<file path="src/rtl/y86_pkg.sv">
// Shared Y86-64 pipeline definitions: icodes, status codes and the memory
// stage's state encoding and decoded-op struct.
package y86_pkg;

  localparam logic [3:0] HALT  = 4'h0;
  localparam logic [3:0] NOP   = 4'h1;
  localparam logic [3:0] CMOV  = 4'h2;
  localparam logic [3:0] IRMOV = 4'h3;
  localparam logic [3:0] RMMOV = 4'h4;
  localparam logic [3:0] MRMOV = 4'h5;
  localparam logic [3:0] OPQ   = 4'h6;
  localparam logic [3:0] JXX   = 4'h7;
  localparam logic [3:0] CALL  = 4'h8;
  localparam logic [3:0] RET   = 4'h9;
  localparam logic [3:0] PUSH  = 4'hA;
  localparam logic [3:0] POP   = 4'hB;

  localparam logic [2:0] AOK = 3'd1;
  localparam logic [2:0] HLT = 3'd2;
  localparam logic [2:0] ADR = 3'd3;
  localparam logic [2:0] INS = 3'd4;

  typedef enum logic [1:0] {
    IDLE   = 2'd0,
    CHECK  = 2'd1,
    ACCESS = 2'd2,
    HOLD   = 2'd3
  } ma_state_e;

  // addr_sel: 0 = val_e, 1 = val_a; data_sel: 0 = val_a, 1 = val_p
  typedef struct packed {
    logic access;
    logic write;
    logic addr_sel;
    logic data_sel;
  } mem_op_t;

endpackage

</file>
<file path="src/rtl/memory_access_if.sv">
// Memory-stage bundle: execute-side input handshake, data-memory bus and
// write-back output handshake.
interface memory_access_if;
  logic        in_valid;
  logic        in_ready;
  logic [3:0]  in_code;
  logic [2:0]  in_stat;
  logic [63:0] val_e;
  logic [63:0] val_a;
  logic [63:0] val_p;
  logic        mem_req;
  logic        mem_we;
  logic [63:0] mem_addr;
  logic [63:0] mem_wdata;
  logic        mem_ack;
  logic [63:0] mem_rdata;
  logic        out_valid;
  logic        out_ready;
  logic [63:0] val_m;
  logic [2:0]  out_stat;

  modport master (
    input  in_valid, in_code, in_stat, val_e, val_a, val_p,
    input  mem_ack, mem_rdata, out_ready,
    output in_ready, mem_req, mem_we, mem_addr, mem_wdata,
    output out_valid, val_m, out_stat
  );

  modport slave (
    output in_valid, in_code, in_stat, val_e, val_a, val_p,
    output mem_ack, mem_rdata, out_ready,
    input  in_ready, mem_req, mem_we, mem_addr, mem_wdata,
    input  out_valid, val_m, out_stat
  );
endinterface

</file>
<file path="src/rtl/memory_access_mem_op_decode.sv">
// Maps an icode to the data-memory operation it needs.
module mem_op_decode
  import y86_pkg::*;
(
  input  logic [3:0] code,
  output mem_op_t    op
);

  always_comb begin
    op = '0;
    case (code)
      RMMOV, PUSH: begin op.access = 1'b1; op.write = 1'b1; end
      MRMOV:       op.access = 1'b1;
      CALL:        begin op.access = 1'b1; op.write = 1'b1; op.data_sel = 1'b1; end
      RET, POP:    begin op.access = 1'b1; op.addr_sel = 1'b1; end
      default:     op = '0;
    endcase
  end

endmodule

</file>
<file path="src/rtl/memory_access.sv">
// Y86 memory stage: decodes the access, range-checks it, runs a req/ack bus
// transaction with timeout, and holds the result for write-back.
module memory_access
  import y86_pkg::*;
#(
  parameter int MEM_BYTES = 8192,
  parameter int TIMEOUT   = 16
) (
  input logic              clock,
  input logic              reset_n,
  memory_access_if.master  bus
);

  localparam int          CW       = $clog2(TIMEOUT) + 1;
  localparam logic [63:0] ADDR_MAX = 64'(MEM_BYTES - 8);

  ma_state_e   state;
  mem_op_t     op;
  logic        acc_q, wr_q;
  logic [2:0]  stat_q;
  logic [63:0] addr_q, wdata_q;
  logic [CW-1:0] cnt;

  logic        in_ready, mem_req, mem_we, out_valid;
  logic [63:0] mem_addr, mem_wdata, val_m;
  logic [2:0]  out_stat;

  mem_op_decode u_dec (.code(bus.in_code), .op(op));

  always_ff @(posedge clock or negedge reset_n) begin
    if (!reset_n) begin
      state     <= IDLE;
      in_ready  <= 1'b1;
      mem_req   <= 1'b0;
      mem_we    <= 1'b0;
      mem_addr  <= '0;
      mem_wdata <= '0;
      out_valid <= 1'b0;
      val_m     <= '0;
      out_stat  <= AOK;
      cnt       <= '0;
      acc_q     <= 1'b0;
      wr_q      <= 1'b0;
      stat_q    <= AOK;
      addr_q    <= '0;
      wdata_q   <= '0;
    end else begin
      case (state)
        IDLE: if (bus.in_valid) begin
          acc_q    <= op.access;
          wr_q     <= op.write;
          stat_q   <= bus.in_stat;
          addr_q   <= op.addr_sel ? bus.val_a : bus.val_e;
          wdata_q  <= op.data_sel ? bus.val_p : bus.val_a;
          in_ready <= 1'b0;
          state    <= CHECK;
        end
        CHECK: begin
          if (stat_q != AOK) begin
            out_stat  <= stat_q;
            val_m     <= '0;
            out_valid <= 1'b1;
            state     <= HOLD;
          end else if (!acc_q) begin
            out_stat  <= AOK;
            val_m     <= '0;
            out_valid <= 1'b1;
            state     <= HOLD;
          end else if (addr_q > ADDR_MAX) begin
            // Unsigned compare against size-8 also rejects wrapped addresses.
            out_stat  <= ADR;
            val_m     <= '0;
            out_valid <= 1'b1;
            state     <= HOLD;
          end else begin
            mem_req   <= 1'b1;
            mem_we    <= wr_q;
            mem_addr  <= addr_q;
            mem_wdata <= wdata_q;
            cnt       <= '0;
            state     <= ACCESS;
          end
        end
        ACCESS: begin
          // Ack takes priority over an expiring counter.
          if (bus.mem_ack) begin
            mem_req   <= 1'b0;
            val_m     <= wr_q ? 64'd0 : bus.mem_rdata;
            out_stat  <= AOK;
            out_valid <= 1'b1;
            state     <= HOLD;
          end else if (cnt == CW'(TIMEOUT - 1)) begin
            mem_req   <= 1'b0;
            val_m     <= '0;
            out_stat  <= ADR;
            out_valid <= 1'b1;
            state     <= HOLD;
          end else begin
            cnt <= cnt + CW'(1);
          end
        end
        HOLD: if (bus.out_ready) begin
          out_valid <= 1'b0;
          in_ready  <= 1'b1;
          state     <= IDLE;
        end
        default: state <= IDLE;
      endcase
    end
  end

  assign bus.in_ready  = in_ready;
  assign bus.mem_req   = mem_req;
  assign bus.mem_we    = mem_we;
  assign bus.mem_addr  = mem_addr;
  assign bus.mem_wdata = mem_wdata;
  assign bus.out_valid = out_valid;
  assign bus.val_m     = val_m;
  assign bus.out_stat  = out_stat;

endmodule

</file>
<file path="src/flat_wrapper.sv">
// flat-port wrapper written by rule: the top's interface ports become plain ports
module memory_access_flat import y86_pkg::*;
#(
  parameter int MEM_BYTES = 8192,
  parameter int TIMEOUT   = 16
)
  (clock, reset_n, bus_in_valid, bus_in_code, bus_in_stat, bus_val_e, bus_val_a, bus_val_p, bus_mem_ack, bus_mem_rdata, bus_out_ready, bus_in_ready, bus_mem_req, bus_mem_we, bus_mem_addr, bus_mem_wdata, bus_out_valid, bus_val_m, bus_out_stat);
  memory_access_if bus_i ();
  input logic clock;
  input logic reset_n;
  input wire logic [$bits(bus_i.in_valid)-1:0] bus_in_valid;
  input wire logic [$bits(bus_i.in_code)-1:0] bus_in_code;
  input wire logic [$bits(bus_i.in_stat)-1:0] bus_in_stat;
  input wire logic [$bits(bus_i.val_e)-1:0] bus_val_e;
  input wire logic [$bits(bus_i.val_a)-1:0] bus_val_a;
  input wire logic [$bits(bus_i.val_p)-1:0] bus_val_p;
  input wire logic [$bits(bus_i.mem_ack)-1:0] bus_mem_ack;
  input wire logic [$bits(bus_i.mem_rdata)-1:0] bus_mem_rdata;
  input wire logic [$bits(bus_i.out_ready)-1:0] bus_out_ready;
  output wire logic [$bits(bus_i.in_ready)-1:0] bus_in_ready;
  output wire logic [$bits(bus_i.mem_req)-1:0] bus_mem_req;
  output wire logic [$bits(bus_i.mem_we)-1:0] bus_mem_we;
  output wire logic [$bits(bus_i.mem_addr)-1:0] bus_mem_addr;
  output wire logic [$bits(bus_i.mem_wdata)-1:0] bus_mem_wdata;
  output wire logic [$bits(bus_i.out_valid)-1:0] bus_out_valid;
  output wire logic [$bits(bus_i.val_m)-1:0] bus_val_m;
  output wire logic [$bits(bus_i.out_stat)-1:0] bus_out_stat;
  assign bus_i.in_valid = bus_in_valid;
  assign bus_i.in_code = bus_in_code;
  assign bus_i.in_stat = bus_in_stat;
  assign bus_i.val_e = bus_val_e;
  assign bus_i.val_a = bus_val_a;
  assign bus_i.val_p = bus_val_p;
  assign bus_i.mem_ack = bus_mem_ack;
  assign bus_i.mem_rdata = bus_mem_rdata;
  assign bus_i.out_ready = bus_out_ready;
  assign bus_in_ready = bus_i.in_ready;
  assign bus_mem_req = bus_i.mem_req;
  assign bus_mem_we = bus_i.mem_we;
  assign bus_mem_addr = bus_i.mem_addr;
  assign bus_mem_wdata = bus_i.mem_wdata;
  assign bus_out_valid = bus_i.out_valid;
  assign bus_val_m = bus_i.val_m;
  assign bus_out_stat = bus_i.out_stat;
  memory_access #(.MEM_BYTES(MEM_BYTES), .TIMEOUT(TIMEOUT)) u_core (.clock(clock), .reset_n(reset_n), .bus(bus_i));
endmodule
</file>
<file path="config.mk">
export PLATFORM = sky130hd
export DESIGN_NAME = memory_access_flat
export DESIGN_NICKNAME = d
export VERILOG_FILES = /design/src/rtl/y86_pkg.sv /design/src/rtl/memory_access_if.sv /design/src/rtl/memory_access_mem_op_decode.sv /design/src/rtl/memory_access.sv /design/src/flat_wrapper.sv
export SDC_FILE = /design/constraint.sdc
export NUM_CORES = 1
export LEC_CHECK = 0
export ABC_AREA = 0
export CAP_MARGIN = 15
export CELL_PAD_IN_SITES_DETAIL_PLACEMENT = 1
export CELL_PAD_IN_SITES_GLOBAL_PLACEMENT = 1
export CORE_ASPECT_RATIO = 2
export CORE_MARGIN = 5
export CORE_UTILIZATION = 35
export DETAILED_ROUTE_END_ITERATION = 16
export GPL_ROUTABILITY_DRIVEN = 0
export PLACE_DENSITY_LB_ADDON = 0.3
export SLEW_MARGIN = 20
export SYNTH_ARGS = -nofsm -noshare
export SYNTH_HDL_FRONTEND = slang
export SYNTH_HIERARCHICAL = 1
export SYNTH_SLANG_ARGS = --single-unit
</file>
<file path="constraint.sdc">
create_clock -name clock -period 3 [get_ports clock]
set_input_delay 0.3 -clock clock [delete_from_list [all_inputs] [get_ports clock]]
set_output_delay 0.3 -clock clock [all_outputs]
set_load 0.005 [all_outputs]
</file>
* Word-level counts from Yosys, hierarchy flattened
Index checks and enable logic that the tools add are counted.
** Storage, ports and cells
- Register bits :: 339
- Input bits :: 268
- Output and inout bits :: 199
- Logic and storage cells :: 103
** Cells by class
- Add/sub/neg operators :: 1
- Magnitude comparators :: 1
- Equality and inequality tests :: 20
- Muxes and demuxes :: 49
- Bitwise logic cells :: 2
- Reduce and logical (&&, ||, !) cells :: 15
** Operators with widths (count)
- 64-bit two-way mux :: 8
- 64-bit case mux with 2 select lines :: 1
- 64-bit by 13-bit greater-than comparator with 1-bit output (second input constant) :: 1
- 5-bit two-way mux :: 5
- 1-bit two-way mux :: 18
- 4-bit equality test (second input constant) :: 4
- 3-bit two-way mux :: 5
- 2-bit two-way mux :: 6
- 2-bit inequality test (second input constant) :: 6
- 5-bit case mux with 2 select lines :: 1
- 3-bit AND reduction :: 3
- 4-bit by 3-bit equality test with 1-bit output (second input constant) :: 2
- 2-bit case mux with 4 select lines :: 1
- 4-bit AND reduction :: 2
- 3-bit case mux with 2 select lines :: 1
- 6-bit AND reduction :: 1
- 6-bit OR reduction :: 1
- 5-bit by 1-bit adder with 5-bit output (second input constant) :: 1
- 5-bit by 4-bit equality test with 1-bit output (second input constant) :: 1
- 5-bit AND reduction :: 1
- 2-bit equality test (second input constant) :: 2
- 4-bit inequality test (second input constant) :: 1
- 1-bit case mux with 2 select lines :: 2
- 2-bit nonzero test :: 2
- 11 further kinds :: 12

* Logic depth before layout (Yosys ltp)
Gate-level depths: netlist of the first run.
- Word-level depth :: 5
- Mapped depth :: 11
- Mapped depth without buffers :: 9

* Cells and area by module
The synthesis of the first run kept the hierarchy.
** By module, submodules not included
- memory_access :: instances 1, cells an instance 1240, area each 13962.1 µm²
- mem_op_decode :: instances 1, cells an instance 8, area each 47.5 µm²

* Worst setup path before layout of the first run
No wires, ideal clock.
- Path kind :: reg-to-reg
- From :: register u_core.stat_q[0]
- To :: register u_core.mem_addr[0] (netlist: u_core/bus.mem_addr[0])
- Setup time :: 125 ps
- Arrival time :: 2066 ps
- Required time :: 2875 ps
- Slack :: 809 ps
- Cell stages (with the launch flop) :: 9
- Buffers on the path :: 3
- Path through :: dfstp_2 and4bb_2 nand4_1 nor4_2 and3_1 buf_6 buf_6 buf_6 mux2_2
** On the way
- Longest elaborated chain between the ends :: 3
** Ends and longest elaborated chain
- start, declared :: RTL line memory_access.sv:20 : logic [2:0] stat_q;
- start signal, assigned :: RTL line memory_access.sv:52 : stat_q <= bus.in_stat;
- 3-bit by 1-bit inequality test with 1-bit output :: RTL line memory_access.sv:59 : if (stat_q != AOK) begin
- 1-bit NOT (no source line)
- 4-bit AND reduction (no source line)
- end signal, assigned :: RTL line memory_access.sv:78 : mem_addr <= addr_q;
- end, declared :: RTL line memory_access.sv:25 : logic [63:0] mem_addr, mem_wdata, val_m;
No other way between the ends.
A chain may end at the register's enable or synchronous reset.

* Worst setup path after layout of the first run
- From :: register u_core.addr_q[19]
- To :: register u_core.mem_addr[39] (netlist: u_core/bus.mem_addr[39])
** On the way
- Longest elaborated chain between the ends :: 3
** Ends and longest elaborated chain
- start, declared :: RTL line memory_access.sv:21 : logic [63:0] addr_q, wdata_q;
- start signal, assigned :: RTL line memory_access.sv:53 : addr_q <= op.addr_sel ? bus.val_a : bus.val_e;
- 64-bit by 13-bit greater-than comparator with 1-bit output :: RTL line memory_access.sv:69 : end else if (addr_q > ADDR_MAX) begin
- 1-bit NOT (no source line)
- 4-bit AND reduction (no source line)
No other way between the ends.

==> flow_summary.ini, run 1 <==
[synth]
synth-compound-area-share_pct = 8.11
syn_area_um2 = 14000
synthAdderAreaFrac_pct = 0.625
ys_seq_elements = 339
ys_types = 44
synthMuxAreaShare_pct = 15.6
async_flop_share_pct = 100
synth_edf_count = 0
synth-main-ff-cell = dfrtp_1
synth_top_family_by_area = multiplexers
ys_seq_area_share_pct = 60.6
syn_inst = 1248
yosysWarnings = 6
synth_xor_xnor_area_share_pct = 0
avgSynthCellArea_um2 = 11.2
syn_nets = 1523
synthSimpleGateAreaFrac_pct = 12.3

[die]
fp.dieArea_um2 = 44400
num_rows = 103
die_w_um = 151
die_h_um = 293
boundaryPins = 467
initial_core_util_pct = 35.4
core_area_um2 = 39600

[layout]
final_common_cell = clkdlybuf4s50_1
final_cell_mix = 465 x clkdlybuf4s50_1, 336 x dfrtp_1, 285 x nand2_1, 199 x o21ai_0, 130 x mux2i_1
area_delta_synth_final_pct = 46.9
drive_gt1_share_pct = 10.7
multiInputGateArea_um2 = 5170
register_area_um2 = 8490
fin_nets = 1980
fillers = 4234

[worst_setup_path]
cp_max_fo = 59
worstSetupPathType = flop to flop
required_ps = 3450
worstPathArrival_ps = 3020
worst_setup_path_start_kind = flop
r2r_cells = 7
crit_path_end_kind = flop

[run_status]
status = finished clean

[sta]
final_hold_viol_count = 0
fin_ws_ps = 432
timing.hold.ws_ps = 245
finalCritPeriodShare_pct = 85.6
period_minus_slack_ps = 2570
max_freq_mhz = 389
final-setup-viol-count = 0
fin_skew_ps = 15.5
setup_tns_ps = 0
slew_viol_final = 0
maxSlewHeadroom_pct = 54.3
worst-slew-pin-transition_ps = 685
grt_setup_unrepaired = no

[cts]
cts_made_buffers = 31
h-tree-depth = 1
cts_tree = built
clock_path_buffers = 3
clk_latency_ps = 580
cts_sinks = 339
root_buffer = clkbuf_16
path_clk_slew_ps = 70
cts_setup_buffers = 0

[drt]
via_per_inst = 4.85
drt-wirelength-per-cell_um = 20.7
vias = 10900
dr.pass1.iters = 6
drt-initial-drc-count = 315
ant_nets = 0
wirelength_um = 46600
drc = 0

[grt]
antenna_found_initial = 2
grt_usage_pct = 20.5
grt_pass1_vias = 12300
grt-ovfl-total = 0
grt_pass1_wl_um = 70600
grt_max_degree = 84

[place]
portBuffers = 466
post-dp-hpwl_um = 35600
dp_slack_ps = 445

[hold_path]
whs_path_depth = 3
hp-class = input port to flop

[pwr]
p_leak_nw = 8.97
intPower_mw = 9.93
power_density_nw_per_um2 = 702
power_frac_seq_pct = 44.0
vdd_ir_drop_max_mv = 0.470
switching_share_pct = 31.3
p_sw_mw = 4.52
power_frac_clock_pct = 29.5
power_frac_comb_pct = 26.5

[run]
maxCapViolations = 0
-- routing by layer --
metal	share of wire [%]	track usage, %	vias up	wire length [um]
li1	-	-	5139	-
met1	34	21.5	5365	15900
met2	56	39.9	351	26200
met3	6.2	3.95	72	2870
met4	3.2	6.95	2	1490
met5	0.028	0	-	13
-- power groups by stage --
stage / sequential, mW / combinational (mW) / clock, mW
final: 6.36 / 3.82 / 4.27
after global routing: 6.51 / 4.33 / 4.60
after CTS: 6.37 / 3.92 / 4.40
after detailed placement: 6.45 / 3.88 / 0
after global placement: 6.35 / 3.70 / 0
after floorplan: 6.27 / 1.96 / 0
-- stage by stage --
step | total power [mW] | utilization (%) | area, um^2 | cells
floorplan | 8.23 | - | 14000 | 1248
global placement | 10.1 | 49.2 | 19500 | 2196
detailed placement | 10.3 | 49.2 | 19500 | 2196
CTS | 14.7 | 52.0 | 20600 | 2253
global route | 15.4 | 52.0 | 20600 | 2254
finish | 14.5 | 52.0 | 20600 | 2254
-- worst max-delay path, stage by stage, from the launching register on --
cell and delay (ps):
dfrtp_1 380, nor4_1 460, nand4_1 200, nor4_2 360, and3_4 280, buf_12 290, buf_4 340, nor2b_1 100
-- state kept, by name, summed over array words and instances, names as in the netlist, 2 cells and up --
signal,flops
u_core/addr_q,64
u_core/bus.mem_addr,64
u_core/bus.mem_wdata,64
u_core/bus.val_m,64
u_core/wdata_q,64
u_core/cnt,5
u_core/bus.out_stat,3
u_core/stat_q,3
u_core/state,2
-- cell usage after synthesis, types with 2 or more instances --
master | instances | share of area [%]
a21oi_1 | 5 | 0.18
and2_1 | 2 | 0.089
and3_1 | 2 | 0.089
buf_1 | 12 | 0.32
buf_2 | 13 | 0.46
buf_4 | 5 | 0.27
buf_6 | 5 | 0.40
clkbuf_1 | 45 | 1.2
dfrtp_1 | 336 | 60
dfstp_2 | 3 | 0.56
ha_1 | 7 | 0.63
inv_1 | 7 | 0.19
mux2_2 | 78 | 6.3
mux2i_1 | 130 | 9.3
nand2_1 | 286 | 7.7
nand2b_1 | 4 | 0.18
nand3_1 | 3 | 0.11
nand3b_1 | 3 | 0.16
nand4_1 | 5 | 0.22
nor2_1 | 9 | 0.24
nor2b_1 | 51 | 2.3
nor3_1 | 4 | 0.14
nor4_1 | 13 | 0.58
o21ai_0 | 199 | 7.1
o21ai_1 | 2 | 0.071
-- layout make-up --
| class | count | area share (%) |
|---|---|---|
| Antenna cell | 1 | 0.0122 |
| Clock inverter | 20 | 1.29 |
| Timing Repair Buffer | 504 | 25.1 |
| Tap cell | 525 | 3.19 |
| Clock buffer | 36 | 4.01 |
| Inverter | 7 | 0.128 |
| Multi-Input combinational cell | 822 | 25.1 |
| Sequential cell | 339 | 41.2 |
-- timing repair --
item                                   CTS  global route
endpoints found under the hold margin   66             0
gates resized for setup                  0             0
hold buffers                             1             0
setup endpoints to repair                0             0
-- final timing paths --
kind / from / to / slack, ps
max: u_core/addr_q[19]$_DFFE_PN0P_ / u_core/bus.mem_addr[39]$_DFFE_PN0P_ / 430
min: bus_in_stat[0] / u_core/stat_q[0]$_DFFE_PN1P_ / 250
max reg2reg: u_core/addr_q[19]$_DFFE_PN0P_ / u_core/bus.mem_addr[39]$_DFFE_PN0P_ / 430
min reg2reg: u_core/bus.out_stat[2]$_DFFE_PN0P_ / u_core/bus.out_stat[2]$_DFFE_PN0P_ / 480
max in group asynchronous: reset_n / u_core/bus.in_ready$_DFFE_PN1P_ / 1770
min in group asynchronous: reset_n / u_core/wdata_q[13]$_DFFE_PN0P_ / 280
-- kinds of logic after synthesis --
group	count (synthesis)
AOI/OAI and AO/OA	217
DFF	339
muxes	208
adders and majority gates	7
and+or+nand+nor	390
buffers and inverters	87
No activity file was read; power rests on OpenSTA's default activity.
==> run 2, diff against run 1 <==
--- a/config.mk
+++ b/config.mk
@@ -11,11 +11,12 @@
 export CELL_PAD_IN_SITES_GLOBAL_PLACEMENT = 1
 export CORE_ASPECT_RATIO = 2
 export CORE_MARGIN = 5
-export CORE_UTILIZATION = 35
+export CORE_UTILIZATION = 48
+export CTS_CLUSTER_DIAMETER = 80
 export DETAILED_ROUTE_END_ITERATION = 16
+export DONT_BUFFER_PORTS = 1
 export GPL_ROUTABILITY_DRIVEN = 0
 export PLACE_DENSITY_LB_ADDON = 0.3
-export SLEW_MARGIN = 20
 export SYNTH_ARGS = -nofsm -noshare
 export SYNTH_HDL_FRONTEND = slang
 export SYNTH_HIERARCHICAL = 1
==> flow_summary.ini, run 2 (synthesized netlist as in run 1, its figures left out) <==
[run_status]
status = finished with violations
violations = negative hold slack

[grt]
grt_pass1_wl_um = 73700
grt_usage_pct = 29.5
antenna_found_initial = 1
grt_max_degree = 340
grt-ovfl-total = 0
grt_pass1_vias = 12100

[layout]
final_cell_mix = 336 x dfrtp_1, 285 x nand2_1, 238 x dlygate4sd3_1, 199 x o21ai_0, 130 x mux2i_1
stdcell_count = 1844
fin_nets = 1734
drive_gt1_share_pct = 11.2
final_common_cell = dfrtp_1
area_delta_synth_final_pct = 27.4

[cts]
cts.hold.buffers_added = 237
cts_tree = built
root_buffer = clkbuf_16
clk_latency_ps = 560
cts_setup_buffers = 0
clock_path_buffers = 3
h-tree-depth = 1
cts_made_buffers = 30
post_cts_resized = 0
cts_sinks = 339
path_clk_slew_ps = 70

[sta]
final-setup-viol-count = 0
timing.hold.ws_ps = -569
period_minus_slack_ps = 2720
fin_skew_ps = 29.5
setup_tns_ps = 0
max_freq_mhz = 367
final_hold_viol_count = 337
grt_setup_unrepaired = no
fin_ws_ps = 277
maxSlewHeadroom_pct = 47.8
worst-slew-pin-transition_ps = 783
finalCritPeriodShare_pct = 90.8
slew_viol_final = 0

[place]
dp_slack_ps = 384
portBuffers = 0
post-dp-hpwl_um = 29000
dpl.cell_count = 1549

[drt]
ant_nets = 0
via_per_inst = 5.75
wirelength_um = 49900
vias = 10600
dr.pass1.iters = 4
drc = 0
drt-wirelength-per-cell_um = 27.1
drt-initial-drc-count = 520

[pwr]
p_sw_mw = 4.69
vdd_ir_drop_max_mv = 0.570
power.total_mw = 14.0
power_frac_seq_pct = 47.3
intPower_mw = 9.29
p_leak_nw = 8.10
power_frac_clock_pct = 30.0
power_density_nw_per_um2 = 783
switching_share_pct = 33.5
power_frac_comb_pct = 22.7

[worst_setup_path]
cp_cell_sequence = nor4_1, nand4_1, nor4_2, and3_4, buf_12, mux2_2
worstPathArrival_ps = 3150
slowest_delay_ps = 520
rrSetupSlack_ps = 280
cp_max_fo = 53
crit_slowest_cell = nor4_1
worst_setup_path_start_kind = flop
worstSetupPathType = flop to flop
required_ps = 3420
crit_path_end_kind = flop

[die]
fp.dieArea_um2 = 32900
boundaryPins = 467
num_rows = 88
initial_core_util_pct = 48.6
core_area_um2 = 28800
die_w_um = 131
die_h_um = 252

[hold_path]
hp-class = input port to async pin

[run]
maxCapViolations = 0
run 2: final timing paths:
check | startpoint | endpoint | cells past startpoint
worst max-delay path | u_core/addr_q[31]$_DFFE_PN0P_ | u_core/bus.mem_wdata[4]$_DFFE_PN0P_ | 6
worst min-delay path | reset_n | u_core/bus.mem_addr[40]$_DFFE_PN0P_ | 0
worst max register to register | u_core/addr_q[31]$_DFFE_PN0P_ | u_core/bus.mem_wdata[4]$_DFFE_PN0P_ | 6
worst min register to register | u_core/stat_q[0]$_DFFE_PN1P_ | u_core/stat_q[0]$_DFFE_PN1P_ | 2
max in group asynchronous | reset_n | u_core/stat_q[2]$_DFFE_PN0P_ | 0
min in group clock | bus_val_a[46] | u_core/wdata_q[46]$_DFFE_PN0P_ | 2
run 2: area by class of cell:
| class | count | area [um^2] |
|---|---|---|
| Sequential cell | 339 | 8490 |
| Timing Repair Buffer | 259 | 2650 |
| Clock inverter | 17 | 221 |
| Multi-Input combinational cell | 822 | 5170 |
| Clock buffer | 39 | 846 |
| Inverter | 7 | 26.3 |
| Antenna cell | 1 | 2.50 |
| Tap cell | 360 | 450 |
| Fill cell | 2817 | 11000 |
run 2: through the flow:
stage | utilization (%) | area, um^2
3_3_place_gp | 49.9 | 14400
6_report | 61.9 | 17900
2_1_floorplan | - | 14000
5_1_grt | 61.9 | 17900
3_5_place_dp | 49.9 | 14400
4_1_cts | 61.8 | 17800
run 2: routing by layer:
layer / up-vias / wire (um) / GRT usage, %
met1: 5323 / 16900 / 30.9
met2: 487 / 26200 / 53.2
met4: 0 / 3220 / 16.3
met3: 147 / 3580 / 6.50
met5: - / 0 / 0
li1: 4645 / - / -
run 2: worst max-delay path, delay by kind of cell, from the launching register on:
kind,cells,cell delay (ps)
and+or+nand+nor,4,1450
muxes,1,420
buffers and inverters,1,290
DFF,1,390
run 2: power groups by stage:
stage	logic [mW]	registers (mW)	clock network, mW
floorplan	1.96	6.27	0
global placement	2.51	6.49	0
detailed placement	2.66	6.57	0
CTS	2.93	6.49	4.25
global route	3.53	6.72	4.48
finish	3.17	6.61	4.19
==> run 3, diff against run 2 <==
--- a/config.mk
+++ b/config.mk
@@ -9,11 +9,11 @@
 export CAP_MARGIN = 15
 export CELL_PAD_IN_SITES_DETAIL_PLACEMENT = 1
 export CELL_PAD_IN_SITES_GLOBAL_PLACEMENT = 1
-export CORE_ASPECT_RATIO = 2
-export CORE_MARGIN = 5
-export CORE_UTILIZATION = 48
+export CORE_AREA = 5 5 179 181
+export CTS_BUF_LIST = sky130_fd_sc_hd__clkbuf_4
 export CTS_CLUSTER_DIAMETER = 80
 export DETAILED_ROUTE_END_ITERATION = 16
+export DIE_AREA = 0 0 184 186
 export DONT_BUFFER_PORTS = 1
 export GPL_ROUTABILITY_DRIVEN = 0
 export PLACE_DENSITY_LB_ADDON = 0.3
==> flow_summary.ini, run 3 (synthesized netlist as in run 1, its figures left out) <==
[run_status]
status = finished with violations
violations = negative hold slack

[pwr]
switching_share_pct = 36.1
p_leak_nw = 8.40
intPower_mw = 8.89
power_frac_clock_pct = 29.2
p_sw_mw = 5.02
power_frac_seq_pct = 47.6
vdd_ir_drop_max_mv = 0.588
power_frac_comb_pct = 23.2
power_density_nw_per_um2 = 755

[worst_setup_path]
rrSetupSlack_ps = 290
cp_max_fo = 62
crit_slowest_cell = nor4_1
crit_path_end_kind = flop
worstSetupPathType = flop to flop
timing.critical_path.buf_inv = 2
r2r-end = u_core/bus.mem_addr[23]$_DFFE_PN0P_
worstPathArrival_ps = 3220
critPathTopFamily = simple AND/OR/NAND/NOR gates
setup.worst_path.end = u_core/bus.mem_addr[23]$_DFFE_PN0P_
crit_start = u_core/addr_q[31]$_DFFE_PN0P_
r2r_cells = 7
cp.depth = 7
r2r_start = u_core/addr_q[31]$_DFFE_PN0P_
required_ps = 3510
worst_setup_path_start_kind = flop
slowest_delay_ps = 500
cp_cell_sequence = nor4_1, nand4_1, nor4_2, and3_4, buf_12, buf_4, nor2b_1

[die]
core_area_um2 = 30300
fp.dieArea_um2 = 34200
die_w_um = 184
die_h_um = 186
boundaryPins = 467
num_rows = 64
initial_core_util_pct = 46.3

[sta]
maxSlewHeadroom_pct = 55.5
grt_setup_unrepaired = no
setup_tns_ps = 0
period_minus_slack_ps = 2710
timing.hold.ws_ps = -704
worst-slew-pin-transition_ps = 667
final-setup-viol-count = 0
finalCritPeriodShare_pct = 90.3
fin_skew_ps = 74.1
slew_viol_final = 0
max_freq_mhz = 369
final_hold_viol_count = 339

[grt]
grt_pass1_vias = 12800
grt_max_degree = 340
grt_pass1_wl_um = 77200
grt_usage_pct = 29.3
antenna_found_initial = 6
grt-ovfl-total = 0

[drt]
drt-wirelength-per-cell_um = 25.4
drt-initial-drc-count = 588
vias = 11100
via_per_inst = 5.48
drc = 0
dr.pass1.iters = 5
wirelength_um = 51500
ant_nets = 0

[cts]
post_cts_resized = 0
cts_sinks = 339
root_buffer = clkbuf_4
h-tree-depth = 3
cts_made_buffers = 88
cts.hold.buffers_added = 291
cts_tree = built
path_clk_slew_ps = 90
clock_path_buffers = 3
clk_latency_ps = 700
cts_setup_buffers = 0

[layout]
fillers = 3058
fin_area_um2 = 18400
fin_nets = 1842
drive_gt1_share_pct = 14.9
area_delta_synth_final_pct = 31.5
final_cell_mix = 336 x dfrtp_1, 291 x dlygate4sd3_1, 285 x nand2_1, 199 x o21ai_0, 130 x mux2i_1
final_common_cell = dfrtp_1

[place]
post-dp-hpwl_um = 27400
post_dp_cell_area_um2 = 14400
portBuffers = 0

[run]
maxCapViolations = 0

[hold_path]
hp-class = input port to async pin
[run 3: changes by cell type in the layout (fill, tap and decap cells not counted), sizes merged, moves of 3 or more]
cell and change:
bufinv -4, diode +5, dlygate4sd3 +53, clkbuf +85
clkinv +14, buf -3
[run 3: final cells by class]
cell class | count | area [um^2] | share of cell area [%]
Inverter | 7 | 26.3 | 0.143
Clock buffer | 124 | 931 | 5.05
Sequential cell | 339 | 8490 | 46.1
Timing Repair Buffer | 309 | 3150 | 17.1
Antenna cell | 6 | 15.0 | 0.0815
Clock inverter | 27 | 149 | 0.808
Tap cell | 396 | 495 | 2.69
Multi-Input combinational cell | 822 | 5170 | 28.1
[run 3: worst min path at each step]
| stage | endpoint | startpoint | slack (ps) |
|---|---|---|---|
| 2_1_floorplan | u_core/acc_q$_DFFE_PN0P_ | reset_n | 4 |
| 4_1_cts | u_core/addr_q[11]$_DFFE_PN0P_ | reset_n | -780 |
| 3_5_place_dp | u_core/wdata_q[7]$_DFFE_PN0P_ | reset_n | 20 |
| 5_1_grt | u_core/bus.mem_wdata[9]$_DFFE_PN0P_ | reset_n | -790 |
| 6_report | u_core/wdata_q[8]$_DFFE_PN0P_ | reset_n | -700 |
| 3_3_place_gp | u_core/wdata_q[0]$_DFFE_PN0P_ | reset_n | 10 |
[run 3: through the flow]
stage                     util, %  total power, mW  hold slack [ps]  worst slack (ps)  std cells
after floorplan                 -             8.23             4.41               809       1248
after global placement       47.6             8.97             13.8               474       1582
after detailed placement     47.6             9.16             15.5               382       1582
after CTS                    60.8             13.5             -781               346       2024
after global routing         60.8             14.7             -792               107       2029
final                        60.9             13.9             -704               292       2030
[run 3: per-layer routing]
metal,GRT usage (%),up-vias,part of all wire (%)
li1,-,4939,-
met5,0,-,0
met4,13.8,0,4.2
met2,51.4,509,51
met1,31.9,5551,35
met3,10.5,127,9.1
[run 3: power groups by stage]
stage	clock, mW	combinational [mW]	sequential, mW
after floorplan	0	1.96	6.27
after detailed placement	0	2.58	6.58
after global placement	0	2.45	6.52
final	4.07	3.23	6.62
after CTS	4.05	2.95	6.50
after global routing	4.44	3.58	6.72
[run 3: worst register-to-register path, cell delays in order (launching register included)]
cell and delay, ps:
dfrtp_1 400, nor4_1 500, nand4_1 210, nor4_2 360, and3_4 280, buf_12 300
buf_4 370, nor2b_1 120
